`src/rtl/ps2_pkg.sv`:
```
// rtl/ps2_pkg.sv - shared types and constants for the PS/2 note decoder
package ps2_pkg;

    typedef enum logic [1:0] {
        ST_IDLE,
        ST_BRK,
        ST_EXT,
        ST_EXT_BRK
    } ps2_state_t;

    localparam logic [7:0] BYTE_F0 = 8'hF0;
    localparam logic [7:0] BYTE_E0 = 8'hE0;
    localparam logic [7:0] BYTE_AA = 8'hAA;
    localparam logic [7:0] BYTE_FA = 8'hFA;
    localparam logic [7:0] BYTE_FE = 8'hFE;
    localparam logic [7:0] BYTE_00 = 8'h00;
    localparam logic [7:0] BYTE_FF = 8'hFF;

    localparam int NUM_NOTES = 13;

    localparam logic [7:0] KEY_A = 8'h1C;
    localparam logic [7:0] KEY_W = 8'h1D;
    localparam logic [7:0] KEY_S = 8'h1B;
    localparam logic [7:0] KEY_E = 8'h24;
    localparam logic [7:0] KEY_D = 8'h23;
    localparam logic [7:0] KEY_F = 8'h2B;
    localparam logic [7:0] KEY_T = 8'h2C;
    localparam logic [7:0] KEY_G = 8'h34;
    localparam logic [7:0] KEY_Y = 8'h35;
    localparam logic [7:0] KEY_H = 8'h33;
    localparam logic [7:0] KEY_U = 8'h3C;
    localparam logic [7:0] KEY_J = 8'h3B;
    localparam logic [7:0] KEY_K = 8'h42;

    // Keyboard housekeeping bytes (BAT, ACK, resend, errors) carry no key.
    function automatic logic is_ignored(input logic [7:0] b);
        return (b == BYTE_00) || (b == BYTE_AA) || (b == BYTE_FA) ||
               (b == BYTE_FE) || (b == BYTE_FF);
    endfunction

endpackage

```
`src/rtl/ps2_note_decoder_if.sv`:
```
// rtl/ps2_note_decoder_if.sv - receiver byte stream in, key events and note state out
interface ps2_note_decoder_if;
    import ps2_pkg::*;

    logic [7:0]           temp_data;
    logic [3:0]           num;
    logic                 neg_ps2k_clk;

    logic [3:0]           note;
    logic                 note_valid;
    logic [NUM_NOTES-1:0] held;
    logic                 key_evt;
    logic                 key_rel;
    logic                 ext_flag;
    logic [7:0]           scan_code;

    modport master (
        output temp_data, num, neg_ps2k_clk,
        input  note, note_valid, held, key_evt, key_rel, ext_flag, scan_code
    );

    modport slave (
        input  temp_data, num, neg_ps2k_clk,
        output note, note_valid, held, key_evt, key_rel, ext_flag, scan_code
    );

endinterface

```
`src/rtl/ps2_keymap.sv`:
```
// rtl/ps2_keymap.sv - set-2 make code to piano key index lookup
module ps2_keymap
    import ps2_pkg::*;
(
    input  logic [7:0] scan_code,
    output logic       hit,
    output logic [3:0] idx
);

    always_comb begin
        hit = 1'b1;
        idx = 4'd0;
        case (scan_code)
            KEY_A:   idx = 4'd0;
            KEY_W:   idx = 4'd1;
            KEY_S:   idx = 4'd2;
            KEY_E:   idx = 4'd3;
            KEY_D:   idx = 4'd4;
            KEY_F:   idx = 4'd5;
            KEY_T:   idx = 4'd6;
            KEY_G:   idx = 4'd7;
            KEY_Y:   idx = 4'd8;
            KEY_H:   idx = 4'd9;
            KEY_U:   idx = 4'd10;
            KEY_J:   idx = 4'd11;
            KEY_K:   idx = 4'd12;
            default: hit = 1'b0;
        endcase
    end

endmodule

```
`src/rtl/ps2_note_decoder.sv`:
```
// rtl/ps2_note_decoder.sv - PS/2 scan code FSM producing key events and the sounding note
module ps2_note_decoder
    import ps2_pkg::*;
#(
    parameter int TIMEOUT_CYC = 2_500_000
) (
    input  logic                clk,
    input  logic                rst,
    ps2_note_decoder_if.slave   bus
);

    localparam int CW = $clog2(TIMEOUT_CYC + 1);

    ps2_state_t           state, state_n;
    logic [CW-1:0]        tmo_cnt;
    logic                 bstb;
    logic                 timeout;

    logic                 do_evt, is_brk, is_ext;
    logic                 map_hit;
    logic [3:0]           map_idx;
    logic [NUM_NOTES-1:0] held_r, held_clr;
    logic [3:0]           low_idx;

    logic [3:0]           note_r;
    logic                 note_valid_r;
    logic                 key_evt_r, key_rel_r, ext_flag_r;
    logic [7:0]           scan_code_r;

    // Stop-bit edge: the receiver's shift register holds the whole byte here.
    assign bstb    = bus.neg_ps2k_clk && (bus.num == 4'd10);
    assign timeout = (state != ST_IDLE) && (tmo_cnt == CW'(TIMEOUT_CYC - 1));

    ps2_keymap u_keymap (
        .scan_code (bus.temp_data),
        .hit       (map_hit),
        .idx       (map_idx)
    );

    always_ff @(posedge clk) begin
        if (!rst) begin
            state <= ST_IDLE;
        end else begin
            state <= state_n;
        end
    end

    always_comb begin
        state_n = state;
        do_evt  = 1'b0;
        is_brk  = 1'b0;
        is_ext  = 1'b0;
        if (bstb) begin
            case (state)
                ST_IDLE: begin
                    if (bus.temp_data == BYTE_F0)      state_n = ST_BRK;
                    else if (bus.temp_data == BYTE_E0) state_n = ST_EXT;
                    else if (!is_ignored(bus.temp_data)) do_evt = 1'b1;
                end
                ST_BRK: begin
                    if (bus.temp_data != BYTE_F0) begin
                        do_evt  = 1'b1;
                        is_brk  = 1'b1;
                        state_n = ST_IDLE;
                    end
                end
                ST_EXT: begin
                    if (bus.temp_data == BYTE_F0) begin
                        state_n = ST_EXT_BRK;
                    end else if (bus.temp_data != BYTE_E0) begin
                        do_evt  = 1'b1;
                        is_ext  = 1'b1;
                        state_n = ST_IDLE;
                    end
                end
                ST_EXT_BRK: begin
                    do_evt  = 1'b1;
                    is_brk  = 1'b1;
                    is_ext  = 1'b1;
                    state_n = ST_IDLE;
                end
                default: state_n = ST_IDLE;
            endcase
        end else if (timeout) begin
            state_n = ST_IDLE;
        end
    end

    // Counter only runs while a prefix is pending; expiry forces IDLE so it never wraps.
    always_ff @(posedge clk) begin
        if (!rst || bstb || state == ST_IDLE) begin
            tmo_cnt <= '0;
        end else begin
            tmo_cnt <= tmo_cnt + 1'b1;
        end
    end

    assign held_clr = held_r & ~(NUM_NOTES'(1) << map_idx);

    always_comb begin
        low_idx = 4'd0;
        for (int i = NUM_NOTES - 1; i >= 0; i--) begin
            if (held_clr[i]) low_idx = 4'(i);
        end
    end

    always_ff @(posedge clk) begin
        if (!rst) begin
            held_r       <= '0;
            note_r       <= '0;
            note_valid_r <= 1'b0;
            key_evt_r    <= 1'b0;
            key_rel_r    <= 1'b0;
            ext_flag_r   <= 1'b0;
            scan_code_r  <= '0;
        end else begin
            key_evt_r <= 1'b0;
            // A make of an already-held key is typematic repeat and is swallowed.
            if (do_evt && !(!is_brk && !is_ext && map_hit && held_r[map_idx])) begin
                key_evt_r   <= 1'b1;
                key_rel_r   <= is_brk;
                ext_flag_r  <= is_ext;
                scan_code_r <= bus.temp_data;
                if (!is_ext && map_hit) begin
                    if (!is_brk) begin
                        held_r[map_idx] <= 1'b1;
                        note_r          <= map_idx;
                        note_valid_r    <= 1'b1;
                    end else begin
                        held_r <= held_clr;
                        if (map_idx == note_r) begin
                            if (|held_clr) note_r       <= low_idx;
                            else           note_valid_r <= 1'b0;
                        end
                    end
                end
            end
        end
    end

    assign bus.note       = note_r;
    assign bus.note_valid = note_valid_r;
    assign bus.held       = held_r;
    assign bus.key_evt    = key_evt_r;
    assign bus.key_rel    = key_rel_r;
    assign bus.ext_flag   = ext_flag_r;
    assign bus.scan_code  = scan_code_r;

endmodule

```
`src/flat_wrapper.sv`:
```
// flat-port wrapper written by rule: the top's interface ports become plain ports
module ps2_note_decoder_flat import ps2_pkg::*;
#(
    parameter int TIMEOUT_CYC = 2_500_000
)
  (clk, rst, bus_temp_data, bus_num, bus_neg_ps2k_clk, bus_note, bus_note_valid, bus_held, bus_key_evt, bus_key_rel, bus_ext_flag, bus_scan_code);
  ps2_note_decoder_if bus_i ();
  input  logic clk;
  input  logic rst;
  input wire logic [$bits(bus_i.temp_data)-1:0] bus_temp_data;
  input wire logic [$bits(bus_i.num)-1:0] bus_num;
  input wire logic [$bits(bus_i.neg_ps2k_clk)-1:0] bus_neg_ps2k_clk;
  output wire logic [$bits(bus_i.note)-1:0] bus_note;
  output wire logic [$bits(bus_i.note_valid)-1:0] bus_note_valid;
  output wire logic [$bits(bus_i.held)-1:0] bus_held;
  output wire logic [$bits(bus_i.key_evt)-1:0] bus_key_evt;
  output wire logic [$bits(bus_i.key_rel)-1:0] bus_key_rel;
  output wire logic [$bits(bus_i.ext_flag)-1:0] bus_ext_flag;
  output wire logic [$bits(bus_i.scan_code)-1:0] bus_scan_code;
  assign bus_i.temp_data = bus_temp_data;
  assign bus_i.num = bus_num;
  assign bus_i.neg_ps2k_clk = bus_neg_ps2k_clk;
  assign bus_note = bus_i.note;
  assign bus_note_valid = bus_i.note_valid;
  assign bus_held = bus_i.held;
  assign bus_key_evt = bus_i.key_evt;
  assign bus_key_rel = bus_i.key_rel;
  assign bus_ext_flag = bus_i.ext_flag;
  assign bus_scan_code = bus_i.scan_code;
  ps2_note_decoder #(.TIMEOUT_CYC(TIMEOUT_CYC)) u_core (.clk(clk), .rst(rst), .bus(bus_i));
endmodule
```
`config.mk`:
```
export PLATFORM = sky130hd
export DESIGN_NAME = ps2_note_decoder_flat
export DESIGN_NICKNAME = d
export VERILOG_FILES = /design/src/rtl/ps2_pkg.sv /design/src/rtl/ps2_note_decoder_if.sv /design/src/rtl/ps2_keymap.sv /design/src/rtl/ps2_note_decoder.sv /design/src/flat_wrapper.sv
export SDC_FILE = /design/constraint.sdc
export NUM_CORES = 1
export LEC_CHECK = 0
export ABC_AREA = 1
export CAP_MARGIN = 20
export CORE_ASPECT_RATIO = 0.5
export CORE_UTILIZATION = 52
export DETAILED_ROUTE_END_ITERATION = 16
export GPL_ROUTABILITY_DRIVEN = 1
export MAX_ROUTING_LAYER = met4
export PLACE_DENSITY = 0.83
export SETUP_SLACK_MARGIN = 0.02
export SYNTH_ARGS = -nofsm -noshare
export SYNTH_HDL_FRONTEND = slang
export SYNTH_HIERARCHICAL = 1
export SYNTH_SLANG_ARGS = --single-unit
```
`constraint.sdc`:
```
create_clock -name clk -period 8.2 [get_ports clk]
set_clock_uncertainty 0.2 [all_clocks]
set_input_delay 2.46 -clock clk [delete_from_list [all_inputs] [get_ports clk]]
set_output_delay 2.46 -clock clk [all_outputs]
set_load 0.1 [all_outputs]
```
-- Yosys cells after proc, flatten, opt, wreduce, memory -nomap -nowiden
Cells that the tools add are included.
- flip-flop bits (word level): 53
- latch bits: 0
- bits in writable memories: 0
- memory bits (read-only): 0
- input bits: 15
- output and inout port bits: 29
- word-level logic and storage cells: 124
- memories kept: 0
- add/sub/neg operators: 1
- multipliers: 0
- divide/modulo/power cells: 0
- magnitude comparators: 2
- equality and inequality tests: 33
- shift operators: 1
- multiplexer cells: 47
- bitwise gates (word level): 3
- reduce and logical (&&, ||, !) cells: 28
- operators with widths (kind ; count):
    $eq A8 B6 Y1 const B ; 9
    $mux W4 ; 16
    $eq A8 B8 Y1 const B ; 6
    $pmux W4 S12 ; 1
    $reduce_or A13 Y1 ; 2
    $eq A8 B5 Y1 const B ; 3
    $add A22 B1 Y22 const B ; 1
    $eq A22 B22 Y1 const B ; 1
    $mux W1 ; 16
    $ne A8 B8 Y1 const B ; 2
    $mux W2 ; 7
    $and A13 B13 Y13 ; 1
    $mux W13 ; 1
    $not A13 Y13 ; 1
    $or A13 B13 Y13 ; 1
    $shl A1 B4 Y13 const A ; 1
    $reduce_and A4 Y1 ; 3
    $eq A8 B7 Y1 const B ; 1
    $logic_and A1 B1 Y1 ; 8
    $logic_not A8 Y1 ; 1
    $ne A4 B4 Y1 const B ; 2
    $pmux W2 S4 ; 1
    $logic_or A1 B1 Y1 ; 6
    $ne A2 B2 Y1 const B ; 3
    15 further kinds ; 21

-- Depth between registers and ports, before layout
Gate-level depths: netlist (run 1).
- word-level depth: 21
- mapped depth: 24
- gate-level depth less buffers: 23

-- By module
The synthesis (run 1) kept the hierarchy.
- by module, submodules not included (module ; instances ; cells each ; area an instance (um^2) ; seq. area each (um^2)):
    ps2_note_decoder ; 1 ; 442 ; 3001.6 ; 1061.0
    ps2_keymap ; 1 ; 64 ; 301.5 ; 0.0

-- Least setup slack after synthesis (run 1)
No wires, ideal clock.
- path type: input-to-reg
- from: input bus_temp_data[7]
- to: register u_core.note_r[1] (netlist: u_core/bus.note[1])
- setup time: 0.118 ns
- arrival: 4.304 ns
- data required time: 7.882 ns
- path slack: 3.579 ns
- stages on the path: 22
- buffers on the path: 0
- path through: inv_1 -> nand2_4 -> nor2_2 -> nand2_1 -> nand2_1 -> nor2_2 -> nand3_1 -> inv_2 -> nand2_2 -> inv_1 -> nand2_1 -> nand2_1 -> nand2_1 -> nor2_2 -> nand2_1 -> nor2_2 -> nand2_1 -> nand2_2 -> nor2_4 -> clkinv_1 -> nor2_1 -> nor2_1
- cells in the longest elaborated chain, start to end: 20
- elaborated cells between the ends (all ways): 74
- classes of those cells: 24 x eq/ne; 1 x shift; 31 x mux; 2 x bitwise; 16 x reduce/logical
- RTL lines (item ; line ; RTL):
    start, declared ; flat_wrapper.sv:10 ; input wire logic [$bits(bus_i.temp_data)-1:0] bus_temp_data;
    $eq A8 B7 Y1 (tied with other cells) ; ps2_keymap.sv:13 ; case (scan_code)
    $pmux W4 S12 (*) ; ps2_keymap.sv:13 ;
    named net u_core.map_idx[1] ; ps2_note_decoder.sv:21 ; logic [3:0] map_idx;
    $shl A1 B4 Y13 ; ps2_note_decoder.sv:98 ; assign held_clr = held_r & ~(NUM_NOTES'(1) << map_idx);
    $not A13 Y13 ; ps2_note_decoder.sv:98 ;
    $and A13 B13 Y13 ; ps2_note_decoder.sv:98 ;
    $mux W4 (12 in a row) ; ps2_note_decoder.sv:103 ; if (held_clr[i]) low_idx = 4'(i);
    $mux W4 ; ps2_note_decoder.sv:132 ; if (|held_clr) note_r <= low_idx;
    $mux W4 ; ps2_note_decoder.sv:131 ; if (map_idx == note_r) begin
    $mux W4 ; ps2_note_decoder.sv:125 ; if (!is_brk) begin
    end signal, assigned ; ps2_note_decoder.sv:127 ; note_r <= map_idx;
    end signal, assigned ; ps2_note_decoder.sv:132 ;
    end, declared ; ps2_note_decoder.sv:25 ; logic [3:0] note_r;
Mark *: on every way through the listed nets, which the timed path passes. The rest lies on a longest branch. The select of a mux whose other input is x is not followed.
A chain may end at the register's enable or synchronous reset.

-- Worst setup path after layout (run 1)
- from: input bus_temp_data[4]
- to: register u_core.note_r[1] (netlist: u_core/bus.note[1])
Same word-level chain as after synthesis.

==> results of run 1 <==
==> worst max path at each step <==
stage / startpoint / endpoint / slack, ns / depth (start not counted)
6_report: bus_temp_data[4] / u_core/bus.note[1]$_SDFFE_PN0P_ / 2.67 / 20
2_1_floorplan: bus_temp_data[7] / u_core/bus.note[1]$_SDFFE_PN0P_ / 3.58 / 22
3_5_place_dp: bus_temp_data[4] / u_core/bus.note[1]$_SDFFE_PN0P_ / 2.40 / 20
4_1_cts: bus_temp_data[4] / u_core/bus.note[1]$_SDFFE_PN0P_ / 2.69 / 20
5_1_grt: bus_temp_data[4] / u_core/bus.note[2]$_SDFFE_PN0P_ / 2.30 / 20
3_3_place_gp: bus_temp_data[4] / u_core/bus.note[1]$_SDFFE_PN0P_ / 2.45 / 20
==> power groups by stage <==
| stage | logic (uW) | clock network [uW] | registers [uW] |
|---|---|---|---|
| after floorplan | 21.1 | 0 | 272 |
| after global placement | 43.5 | 0 | 265 |
| after detailed placement | 43.8 | 0 | 265 |
| after CTS | 44.0 | 212 | 259 |
| after global routing | 48.4 | 226 | 259 |
| final | 44.0 | 207 | 259 |
==> flip-flops by register name (all words and copies together) (netlist names) <==
register               flops
u_core/bus.ext_flag        1
u_core/bus.held           13
u_core/bus.key_evt         1
u_core/bus.key_rel         1
u_core/bus.note            4
u_core/bus.note_valid      1
u_core/bus.scan_code       8
u_core/state               2
u_core/tmo_cnt            22
==> logic make-up after synthesis <==
group	Yosys count	synth area share (%)
simple gates	313	45.5
compound gates	73	11.9
buf+inv	59	8.18
flops	53	32.1
xor+xnor	7	1.86
fa+ha+maj	1	0.379
==> cells in the mapped netlist, drive strengths merged, types with 2 or more instances <==
cell type,instances
inv,46
a31oi,2
dfxtp,53
a211oi,3
xnor2,3
o21a,2
clkbuf,2
o21bai,2
buf,9
o31ai,2
nand3,24
nor2,118
xor2,4
nand2,127
nand3b,2
nor3,25
nor4,4
clkinv,2
o21ai,37
a21oi,23
nand4,11
==> worst max-delay path: cells and delay by family <==
kind                   cells  cell delay (ns)
AND/OR/NAND/NOR           17             2.21
buffers and inverters      3             0.85
==> layout make-up <==
type | count | area [um2] | share of cell area, %
clock inverters | 2 | 15.0 | 0.384
repair buffers | 44 | 438 | 11.2
well taps | 88 | 110 | 2.82
multi-input cells | 394 | 1970 | 50.5
clock buffers | 6 | 129 | 3.30
inverters | 48 | 180 | 4.61
flip-flops and latches | 53 | 1060 | 27.2
==> metal layers <==
metal	vias up	share of wire, %
met5	-	0
met2	57	46
met4	0	0.60
met3	6	4.0
met1	1434	50
li1	1721	-
==> per-stage QoR <==
stage / cells / worst slack [ns] / power (uW)
after floorplan: 506 / 3.58 / 293
after global placement: 627 / 2.45 / 309
after detailed placement: 627 / 2.40 / 309
after CTS: 635 / 2.69 / 516
after global routing: 635 / 2.30 / 534
final: 635 / 2.67 / 510
==> impl_results.md, run 1 <==
- Antenna Nets Post-Route: 0
- Final worst path period share: approximately two thirds
- Clock sinks: 53
- Minimum clock period: 5.53 ns
- Int Pwr: 387 uW
- R2r startpoint: u_core/state[0]$_SDFFE_PN0P_
- Ys flop type: dfxtp_1
- DR vias: around 3.2k
- M2 GR Usage: 39.0%
- DRT Pass-1 Iters: 5
- Max_cap viols: 0
- Busiest layer in global routing: met2
- CTS max path bufs: 2
- Worst ir drop on vdd: ~0.000085 V
- Critical path launch point type: input pin
- Post-Route Setup TNS: 0 ns
- Final Hold Vio Count: 0
- Placement Cell Area: about 0.0038 mm2
- Combinational fraction of design power: approximately 8.6%
- Area growth syn-to-layout: 18.2%
- Post-synthesis sequential area ratio: around 32%
- Detailed Place HPWL: approximately 5300 um
- CTS H-Tree Depth: 2
- 1st-iter DRT viols: 238
- Critical Path, Cell by Cell: clkdlybuf4s50_1 > inv_1 > nand2_1 > nor2_2 > nand2_1 > nand2_1 > nor2_2 > nand3_1 > nor2_2 > nand2_1 > nand3_1 > nor2_1 > nor2_1 > nor2_1 > nand2_2 > nand3_4 > nor2_4 > clkinv_1 > nor2_1 > nor2_1
- Synthesized instance count: roughly 510
- Fmax: roughly 180 MHz
- Clock Pin Slew Worst Setup and Hold Paths: ~0.070 ns
- Vias in the first global route: between 2k and 3k
- Die width: between 100 and 150 um
- Slew HR: between 30% and 40%
- Least-Margin Pin Slew: between 0.9 and 1 ns
- Hold Path Stages: 1
- Fillers: 574
- Syn. warnings: 6
- Reg2reg setup slack: 5.67 ns
- Share of post-route cells with drive strength above 1: between 10% and 20%
- End of the worst register-to-register path: u_core/bus.note[1]$_SDFFE_PN0P_
- Met1 Track Usage GR: around 28%
- Initial antenna violation count: 0
- Drt wl/cell: roughly 11 um
- Fin nets: ~560
- CP Class: input pin to flop
- Worst hold slack: roughly 0.26 ns
- Most common cell after layout, fill and taps aside: nand2_1
- Total wire length: around 7000 um
- Mean post-synth cell area: approximately 6.5 um2
- Status: finished clean
- Worst-Skew Late Latency: between 0.2 and 0.3 ns
- Site Rows: 20
- Routability congestion estimate: 0.905
- Mapped Nets: approximately 520
- CP max stage delay: 0.64 ns
- # Post-CTS Setup Buffers: 0
- Most frequent cells in the layout: 116 x nand2_1, 100 x nor2_1, 53 x dfxtp_1, 43 x clkdlybuf4s50_1, 39 x inv_1
- Die area: 0.00669 mm2
- Cts bufs inserted: 5
- Most Frequent Cell on Critical Path: nor2_1
- P_sw: around 120 uW
- RSZ-0062 raised after global routing: no
- Post-synth EDFFs: 0
- Number of synthesized register bits: 53
- CTS tree: built
- Endpoints failing setup: 0
- Leakage Power: ~0.0015 uW
- Core ar.: 0.00611 mm2
- Pin count of the biggest net entering global routing: 31
- Worst Min Path Start: u_core/tmo_cnt[0]$_SDFF_PP0_
- GR Layer Usage met3: under 10%
- Worst Setup End Kind: flop
- Ranking of synthesized cells by area: dfxtp_1 32%, nand2_1 13%, nor2_1 11%
- Initial Util: between 50% and 60%
- PostCTS Resize Cnt: 0
- Vias per Instance: 5.07
- Ys async rst share: 0%
- Post-synth cell types: 42
- GRT Total Usage: about 23%
- Worst-case reg-to-reg path depth: 11
- Grt ovf: 0
- Yosys top cell by area: dfxtp_1
- CP max-delay cell: clkdlybuf4s50_1
- I/O Buffers: between 40 and 50
- Worst EP arrival: ~5.5 ns
- Seq pwr share: approximately half
- Slew Limit Fails: 0
- Power Density: ~130 mW/mm2
- Hold WC Path Type: flop to flop
- Clock power frac: 40.5%
- First-pass GRT wire length: ~12000 um
- Die Ht: 58.4 um
- Fin util: a little under two thirds
- Ant diodes: 0
- Net Sw Frac: 24.2%
- Number of top-level pins: 44
- Remaining DRCs: 0
- CP required: approximately 8.2 ns
- CP max FO: 30
- Hold endpoint: u_core/tmo_cnt[0]$_SDFF_PP0_
- Synth Cell Area: ~0.0033 mm2
- Final Cell Area: a little under 0.004 mm2
- Clk root buf: clkbuf_16
- CTS Hold Buffers Added: 0
- Top-area cell type share of the netlist area: between 30% and 40%
Power figures use the tool's default switching activity.
==> inputs of run 2 (changes only) <==
clock period = 5.2 ns   (was 8.2 ns; I/O delays follow)
==> run 2 against run 1 <==
  * Non-clock buffer count increased by 2
  * Combinational power increased by 59%
  * Count of clock-buffer cells in the layout unchanged
  * Sequential power up 58%
  * Total power up 67%
  * Critical path depth down 1
  * Largest power group unchanged
==> impl_results.md, run 2 (synthesized netlist as in run 1, its figures left out) <==
- DR vias: 3310 (was 3218)
- Detailed Place HPWL: 5460 um (was 5260 um)
- CTS Hold Buffers Added: 0 (unchanged)
- Die Ht: 58.4 um (unchanged)
- CP required: 5.19 ns (was 8.19 ns)
- First-pass GRT wire length: 12700 um (was 11900 um)
- Cts bufs inserted: 5 (unchanged)
- DRT Pass-1 Iters: 5 (unchanged)
- Status: finished clean (unchanged)
- Max_cap viols: 0 (unchanged)
- Worst-case reg-to-reg path depth: 12 (was 11)
- Initial Util: 54.1% (unchanged)
- Drt wl/cell: 11.5 um (was 11.1 um)
- CP max-delay cell: clkdlybuf4s50_1 (unchanged)
- Die area: 0.00669 mm2 (unchanged)
- CP max stage delay: 0.64 ns (about the same)
- Clock sinks: 53 (unchanged)
- Slew HR: 34.4% (was 34.1%)
- Met2 WL: 3390 um (was 3230 um)
- RSZ-0062 raised after global routing: no (unchanged)
- Most frequent cells in the layout: 116 x nand2_1, 100 x nor2_1, 53 x dfxtp_1, 43 x clkdlybuf4s50_1, 39 x inv_1 (unchanged)
- Antenna Nets Post-Route: 0 (unchanged)
- Power Density: 216 mW/mm2 (was 131 mW/mm2)
- I/O Buffers: 43 (unchanged)
- Pin count of the biggest net entering global routing: 28 (was 31)
- Routability congestion estimate: 0.927 (was 0.905)
- Area growth syn-to-layout: 19.4% (was 18.2%)
- WL met3: 277 um (was 280 um)
- Minimum clock period: ~4.6 ns
- Number of top-level pins: 44 (unchanged)
- Remaining DRCs: 0 (unchanged)
- Ant diodes: 0 (unchanged)
- Critical path launch point type: input pin (unchanged)
- Post-Route Setup TNS: 0 ns (unchanged)
- Placed cell count: 629 (was 627)
- Slew Limit Fails: 0 (unchanged)
- Worst Min Path Start: u_core/tmo_cnt[0]$_SDFF_PP0_ (unchanged)
- Fmax: ~220 MHz
- Hold Path Stages: 1 (unchanged)
- Final instance count without filler cells: 637 (was 635)
- 1st-iter DRT viols: 279 (was 238)
- Most common cell after layout, fill and taps aside: nand2_1 (unchanged)
- Max reg flops: 22 (unchanged)
- Site Rows: 20 (unchanged)
- Worst Setup End Kind: flop (unchanged)
- Final Hold Vio Count: 0 (unchanged)
- CTS tree: built (unchanged)
- End of the worst register-to-register path: u_core/tmo_cnt[20]$_SDFF_PP0_ (was u_core/bus.note[1]$_SDFFE_PN0P_)
- Critical Path, Cell by Cell: clkdlybuf4s50_1 > inv_1 > nand2_1 > nor2_2 > nand2_1 > nand2_1 > nor2_2 > nand3_1 > nor2_2 > nand3_1 > nand2_1 > nor2_1 > nor2_1 > nand2_2 > nand3_4 > buf_4 > nor2_1 > o21ai_0 > nor2_1 (was clkdlybuf4s50_1 > inv_1 > nand2_1 > nor2_2 > nand2_1 > nand2_1 > nor2_2 > nand3_1 > nor2_2 > nand2_1 > nand3_1 > nor2_1 > nor2_1 > nor2_1 > nand2_2 > nand3_4 > nor2_4 > clkinv_1 > nor2_1 > nor2_1)
- Clk root buf: clkbuf_16 (unchanged)
- R2r startpoint: u_core/tmo_cnt[0]$_SDFF_PP0_ (was u_core/state[0]$_SDFFE_PN0P_)
- Fin nets: 564 (was 562)
- Highest Signal Layer: met4 (unchanged)
- Leakage Power: 0.00153 uW (was 0.00150 uW)
- GRT Total Usage: 24.5% (was 23.1%)
- Final worst path period share: around 89%
- Top reg by flops: u_core/tmo_cnt (unchanged)
- CP max FO: 22 (was 30)
- Share of post-route cells with drive strength above 1: 12.2% (was 11.9%)
- Worst ir drop on vdd: 0.000110 V (was 0.0000848 V)
- Worst EP arrival: 4.60 ns (was 5.52 ns)
- Least-Margin Pin Slew: 0.981 ns (was 0.985 ns)
- Initial antenna violation count: 0 (unchanged)
- Hold endpoint: u_core/tmo_cnt[0]$_SDFF_PP0_ (unchanged)
- Endpoints failing setup: 0 (unchanged)
- Total wire length: 7320 um (was 7040 um)
- Core ar.: 0.00611 mm2 (unchanged)
- CTS max path bufs: 2 (unchanged)
- Vias in the first global route: 2964 (was 2812)
- CTS H-Tree Depth: 2 (unchanged)
- M1 WL: 3550 um (was 3490 um)
- Die width: 115 um (unchanged)
- CP Class: input pin to flop (unchanged)
- PostCTS Resize Cnt: 0 (unchanged)
- Reg2reg setup slack: 2.89 ns (was 5.67 ns)
- Vias per Instance: 5.20 (was 5.07)
- Clock Pin Slew Worst Setup and Hold Paths: 0.06 ns (was 0.07 ns)
- Hold WC Path Type: flop to flop (unchanged)
- Worst-Skew Late Latency: 0.30 ns (was 0.29 ns)
- # Post-CTS Setup Buffers: 0 (unchanged)
- Grt ovf: 0 (unchanged)
[run 2: cell types whose count changed in the layout (fill, tap and decap cells not counted)]
cell / delta
buf_4: +2
clkinvlp_4: -2
bufinv_16: +1
clkinv_4: +1
[run 2: layout make-up]
type                            instances  area (um2)
Clock buffer                            6         129
Clock inverter                          2        38.8
Fill cell                             554        2160
Inverter                               48         180
Multi-Input combinational cell        394        1970
Sequential cell                        53        1060
Tap cell                               88         110
Timing Repair Buffer                   46         453
[run 2: stage by stage]
step                      total power, uW  setup WS (ns)  utilization (%)  hold WS, ns  cell area [um2]
after floorplan                       463           1.48                -        0.218             3300
after global placement                487          0.393             61.8        0.230             3780
after detailed placement              488          0.300             61.8        0.242             3780
after CTS                             864          0.612             64.6        0.255             3940
after global routing                  886          0.312             64.6        0.266             3940
final                                 852          0.590             64.6        0.252             3940
[run 2: how the worst max path moves through the flow]
stage,start,endpoint,slack [ns],depth (start not counted)
CTS,bus_temp_data[4],u_core/bus.held[2]$_SDFFE_PN0P_,0.61,19
detailed placement,bus_temp_data[4],u_core/bus.held[2]$_SDFFE_PN0P_,0.30,19
global placement,bus_temp_data[4],u_core/bus.held[3]$_SDFFE_PN0P_,0.39,19
floorplan,bus_temp_data[7],u_core/bus.note[1]$_SDFFE_PN0P_,1.48,22
global route,bus_temp_data[4],u_core/bus.held[2]$_SDFFE_PN0P_,0.31,19
finish,bus_temp_data[4],u_core/bus.held[2]$_SDFFE_PN0P_,0.59,19
[run 2: metal layers]
metal  vias up  GRT usage (%)
li1       1730              -
met1      1500           29.4
met2        70           42.3
met3        10           4.94
met4         0           6.86
met5         -              -
[run 2: critical path, delay by kind of cell]
kind,cells,cell delay (ns)
buffers and inverters,3,0.97
AO/OA/AOI/OAI,1,0.16
AND/OR/NAND/NOR,15,1.92
[run 2: power by group]
part	internal [uW]	switching, uW	leakage, uW
sequential	408	1.32	0.000427
clock	228	144	0.0000810
combinational	23.6	46.4	0.00102
